## config.mk

```make
export PLATFORM = sky130hd
export DESIGN_NAME = id_ex_elastic_reg
export DESIGN_NICKNAME = d
export VERILOG_FILES = /design/src/rtl/id_ex_elastic_reg.sv
export SDC_FILE = /design/constraint.sdc
export NUM_CORES = 1
export LEC_CHECK = 0
export BUFFER_PORTS_ARGS = -buffer_cell sky130_fd_sc_hd__buf_4
export CAP_MARGIN = 20
export CELL_PAD_IN_SITES_DETAIL_PLACEMENT = 0
export CELL_PAD_IN_SITES_GLOBAL_PLACEMENT = 1
export CORE_MARGIN = 3
export CORE_UTILIZATION = 46
export DETAILED_ROUTE_END_ITERATION = 12
export HOLD_SLACK_MARGIN = 0.05
export PLACE_DENSITY = 0.9
export RECOVER_POWER = 50
export SKIP_CTS_REPAIR_TIMING = 1
export SLEW_MARGIN = 20
export SYNTH_ARGS = -nofsm -noshare
export SYNTH_HDL_FRONTEND = slang
export SYNTH_SLANG_ARGS = --single-unit
```

## constraint.sdc

```tcl
create_clock -name clk -period 3.9 [get_ports clk]
set_clock_uncertainty 0.2 [all_clocks]
set_input_delay 0 -clock clk [delete_from_list [all_inputs] [get_ports clk]]
set_output_delay 0 -clock clk [all_outputs]
set_load 0.01 [all_outputs]
```

## src/rtl/id_ex_elastic_reg.sv

```systemverilog
// ID->EX elastic pipeline register: DEPTH-entry circular queue with valid/ready on both sides.
// Define ID_EX_OCCUPANCY_EN to expose the occupancy count and a sticky dropped-offer flag.
module id_ex_elastic_reg #(
    parameter int DATA_W = 32,
    parameter int CTRL_W = 9,
    parameter int DEPTH  = 2
) (
    input  logic                        clk,
    input  logic                        rst,
    input  logic                        flush,
    input  logic                        hazard,
    input  logic                        in_valid,
    output logic                        in_ready,
    input  logic [DATA_W-1:0]           in_pc,
    input  logic [CTRL_W-1:0]           in_ctrl,
    input  logic [DATA_W-1:0]           in_val_rn,
    input  logic [DATA_W-1:0]           in_val_rm,
    input  logic                        in_imm,
    input  logic [11:0]                 in_shift_operand,
    input  logic [23:0]                 in_signed_imm_24,
    input  logic [3:0]                  in_dest,
    output logic                        out_valid,
    input  logic                        out_ready,
    output logic [DATA_W-1:0]           out_pc,
    output logic [CTRL_W-1:0]           out_ctrl,
    output logic [DATA_W-1:0]           out_val_rn,
    output logic [DATA_W-1:0]           out_val_rm,
    output logic                        out_imm,
    output logic [11:0]                 out_shift_operand,
    output logic [23:0]                 out_signed_imm_24,
    output logic [3:0]                  out_dest
`ifdef ID_EX_OCCUPANCY_EN
    ,
    output logic [$clog2(DEPTH+1)-1:0]  occupancy,
    output logic                        overflow_sticky
`endif
);

    localparam int PTR_W = $clog2(DEPTH);
    localparam int CNT_W = $clog2(DEPTH+1);

    typedef struct packed {
        logic [DATA_W-1:0] pc;
        logic [CTRL_W-1:0] ctrl;
        logic [DATA_W-1:0] val_rn;
        logic [DATA_W-1:0] val_rm;
        logic              imm;
        logic [11:0]       shift_operand;
        logic [23:0]       signed_imm_24;
        logic [3:0]        dest;
    } entry_t;

    entry_t            storage [DEPTH];
    logic [PTR_W-1:0]  wr_ptr;
    logic [PTR_W-1:0]  rd_ptr;
    logic [CNT_W-1:0]  count;
    entry_t            in_entry;
    entry_t            out_entry;
    logic              push;
    logic              pop;

    assign in_entry = '{pc: in_pc, ctrl: in_ctrl, val_rn: in_val_rn, val_rm: in_val_rm,
                        imm: in_imm, shift_operand: in_shift_operand,
                        signed_imm_24: in_signed_imm_24, dest: in_dest};

    assign in_ready  = rst & ~hazard & (count != CNT_W'(DEPTH));
    assign out_valid = (count != '0);
    assign push      = in_valid & in_ready & ~flush;
    assign pop       = out_valid & out_ready & ~flush;

    // Empty queue presents all-zero fields so EX sees a bubble (ctrl=0).
    assign out_entry         = out_valid ? storage[rd_ptr] : '0;
    assign out_pc            = out_entry.pc;
    assign out_ctrl          = out_entry.ctrl;
    assign out_val_rn        = out_entry.val_rn;
    assign out_val_rm        = out_entry.val_rm;
    assign out_imm           = out_entry.imm;
    assign out_shift_operand = out_entry.shift_operand;
    assign out_signed_imm_24 = out_entry.signed_imm_24;
    assign out_dest          = out_entry.dest;

    always_ff @(posedge clk or negedge rst) begin
        if (!rst) begin
            wr_ptr <= '0;
            rd_ptr <= '0;
            count  <= '0;
            for (int i = 0; i < DEPTH; i++) begin
                storage[i] <= '0;
            end
        end else if (flush) begin
            wr_ptr <= '0;
            rd_ptr <= '0;
            count  <= '0;
        end else begin
            if (push) begin
                storage[wr_ptr] <= in_entry;
                wr_ptr          <= wr_ptr + 1'b1;
            end
            if (pop) begin
                rd_ptr <= rd_ptr + 1'b1;
            end
            case ({push, pop})
                2'b10:   count <= count + 1'b1;
                2'b01:   count <= count - 1'b1;
                default: count <= count;
            endcase
        end
    end

`ifdef ID_EX_OCCUPANCY_EN
    assign occupancy = count;

    // Offer refused for lack of space (not because of a hazard) is remembered until reset.
    always_ff @(posedge clk or negedge rst) begin
        if (!rst) begin
            overflow_sticky <= 1'b0;
        end else if (in_valid & ~in_ready & ~hazard) begin
            overflow_sticky <= 1'b1;
        end
    end
`endif

endmodule
```

==> reports/metrics.csv <==
stage,metric,value,unit
outcome,status,"complete, but fails checks",
outcome,violated checks,"capacitance limit, slew limit",
drt,Iter 0 DRT Violations,415,
sta,Max Clk Rate,0.373,GHz
sta,final hold vios,0,
setup_path,register-to-register setup slack,1.37,ns
layout,fin util,65.0,%
layout,Layout Cells excl Fill,1815,
setup_path,Crit Path Category,in -> async,
logic_synthesis,Mean Syn Cell Area,14.1,um^2
floorplanning,Die X,179,um
floorplanning,initial core utilization,47.3,%
logic_synthesis,register bit total from synthesis,296,
cts,CTS tree,done,
logic_synthesis,dominant cells by area after synthesis,"dfrtp_1 (54%), mux2_4 (14%), mux2_2 (13%), mux2i_1 (11%), nor2_1 (4.1%)",
power,PwrDens,464,nW/um^2
sta,Slew @ Worst Pin,1.68,ns
power,maximum vdd drop,0.000284,V
layout,fin area,18800,um^2
cts,CTS Buffer Depth,3,
logic_synthesis,"area leader, netlist",dfrtp_1,
setup_path,worst path cell trace,dlygate4sd3_1 > clkbuf_1 > buf_12 > clkbuf_2,
drt,via/cell ratio,5.08,
layout,"Net count, final",1559,
drt,DR DRC count,0,
sta,worst rel slew slack,-12.0,%
grt,initial antenna violation count,0,
place,PortBufs,299,
run,max cap viols,1,
cts,Clock H-tree levels,2,
hold_path,worst min-delay path category,in -> async,
cts,Clock Sinks,296,
drt,Post-DRT Antenna Nets,0,
sta,Final period util,68.7,%
setup_path,CP Launch Type,input port,
setup_path,"slowest stage delay, CP",1.35,ns
drt,TritonRoute pass-1 iters,4,
setup_path,worst path required time,3.99,ns
logic_synthesis,Syn Std Cell Area,13700,um^2
sta,setup TNS,0,ns
place,routability-driven placement congestion ratio,0.700,
floorplanning,die area,31900,um^2
setup_path,CP endpoint kind,asynchronous set/reset pin,
logic_synthesis,Post-synth EDFFs,0,
logic_synthesis,Syn Nets,1122,
sta,RSZ-0062 raised after global routing,false,
sta,final setup violation count,0,
grt,global-route wire length before repair,49200,um
logic_synthesis,main flop type after synthesis,dfrtp_1,
logic_synthesis,post-synth top area share,54.0,%
floorplanning,IO Pins,300,
logic_synthesis,Cells after Synth,970,
power,Lkg Pwr,0.00906,uW
place,placed cell area,16300,um^2
cts,CTS Root Cell,clkbuf_16,
cts,"Reg clk slew, reported paths",0.05,ns
grt,all-layer global routing usage,19.1,%
drt,routed vias,9218,
layout,Antenna diodes,0,
layout,layout cell share with drive strength beyond 1,44.8,%
grt,largest net degree at the start of global routing,158,
setup_path,crit-path max FO,157,
logic_synthesis,Netlist cell types,23,
layout,Area Growth Syn to Fin,37.4,%
place,Placed Cells,1603,
floorplanning,Die Y,179,um
power,total power,8750,uW
setup_path,Critical Path AT,2.76,ns
place,HPWL after DPL,20000,um
floorplanning,Rows,62,
drt,Routed wire per std cell,18.5,um
logic_synthesis,ys async rst share,100,%
setup_path,Crit-path slowest cell,clkbuf_2,
grt,GRT overflow,0,
cts,Worst-Skew Late Latency,0.49,ns
sta,Final Max Slew Viols,68,
logic_synthesis,Ys Warns,0,
floorplanning,core box area,29000,um^2
cts,CTS Buf Count,34,
logic_synthesis,register area share after synthesis,54.0,%
grt,vias in the first global route,9201,
drt,drt total wl,33600,um
sta,"Min Clock Period, post-route",2.68,ns
kinds of logic after synthesis:
family	Yosys count	share of synthesized area [%]
mux	438	38.2
flops	296	54.0
simple gates	162	4.66
buf+inv	67	2.81
compound gates	6	0.283
xor+xnor	1	0.0639
routing by layer:
layer / vias up / GRT usage, % / wire (um)
met5: - / 0 / 0
met4: 0 / 5.78 / 721
met3: 57 / 6.06 / 2150
met2: 263 / 30.9 / 16500
met1: 4649 / 24.6 / 14200
li1: 4249 / - / -
state kept, by name (all words and copies together) (netlist names):
register and count:
rd_ptr 1, wr_ptr 1, count 2, storage 292
cell type report:
type                    count  area (um^2)
clock inverters             6         57.6
fillers                  2104        10200
well taps                 384          480
multi-input cells         607         5870
inverters                   1         3.75
repair buffers            467         3980
clock buffers              54         1050
flip-flops and latches    296         7410
cell usage after synthesis (all sizes together) (2+ instances only):
| master | number |
|---|---|
| buf | 45 |
| clkbuf | 21 |
| dfrtp | 296 |
| mux2 | 292 |
| mux2i | 146 |
| nand2 | 2 |
| nor2 | 151 |
| nor3b | 3 |
| o21ai | 3 |
power breakdown:
group | internal [uW] | leakage, uW | switching (uW)
clock network | 1910 | 0.000542 | 1220
registers | 3640 | 0.00377 | 333
logic | 1050 | 0.00474 | 594
stage by stage:
stage                     setup WS [ns]  hold slack, ns
after floorplan                    1.82          -0.496
after global routing              0.728          0.0749
after detailed placement           1.44          0.0195
after global placement             1.50          0.0121
after CTS                          1.23          -0.512
final                              1.22          0.0667
placed cells by master (no fill, tap or decap):
cell	n
a221o_1	1
a31oi_1	1
buf_12	8
buf_4	304
bufinv_16	1
clkbuf_1	13
clkbuf_16	37
clkbuf_2	1
clkbuf_8	6
clkinv_2	4
clkinvlp_4	1
dfrtp_1	295
dfrtp_4	1
dlygate4sd3_1	152
inv_1	1
mux2_1	17
mux2_2	163
mux2_4	112
mux2i_1	146
nand2_1	2
nand2b_1	1
nand3b_1	1
nor2_1	150
nor2_4	1
nor2b_1	1
nor3_1	1
nor3b_1	3
o211ai_1	1
o21ai_0	3
or4_4	1
or4b_2	1
xor2_1	1
worst max-delay path, delay by kind of cell:
| family | cells | cell delay [ns] |
|---|---|---|
| buf+inv | 4 | 2.63 |
final timing paths:
| path | from | depth (start not counted) | endpoint |
|---|---|---|---|
| max in group clk | rd_ptr$_DFFE_PN0P_ | 4 | out_val_rm[12] |
| setup / recovery | rst | 4 | storage[169]$_DFFE_PN0P_ |
| min in group clk | flush | 3 | rd_ptr$_DFFE_PN0P_ |
| hold / removal | rst | 3 | storage[181]$_DFFE_PN0P_ |
| hold reg to reg | storage[193]$_DFFE_PN0P_ | 1 | storage[193]$_DFFE_PN0P_ |
| setup reg to reg | count[1]$_DFFE_PN0P_ | 4 | storage[18]$_DFFE_PN0P_ |
Note: power is estimated with default switching activity, not from simulation.
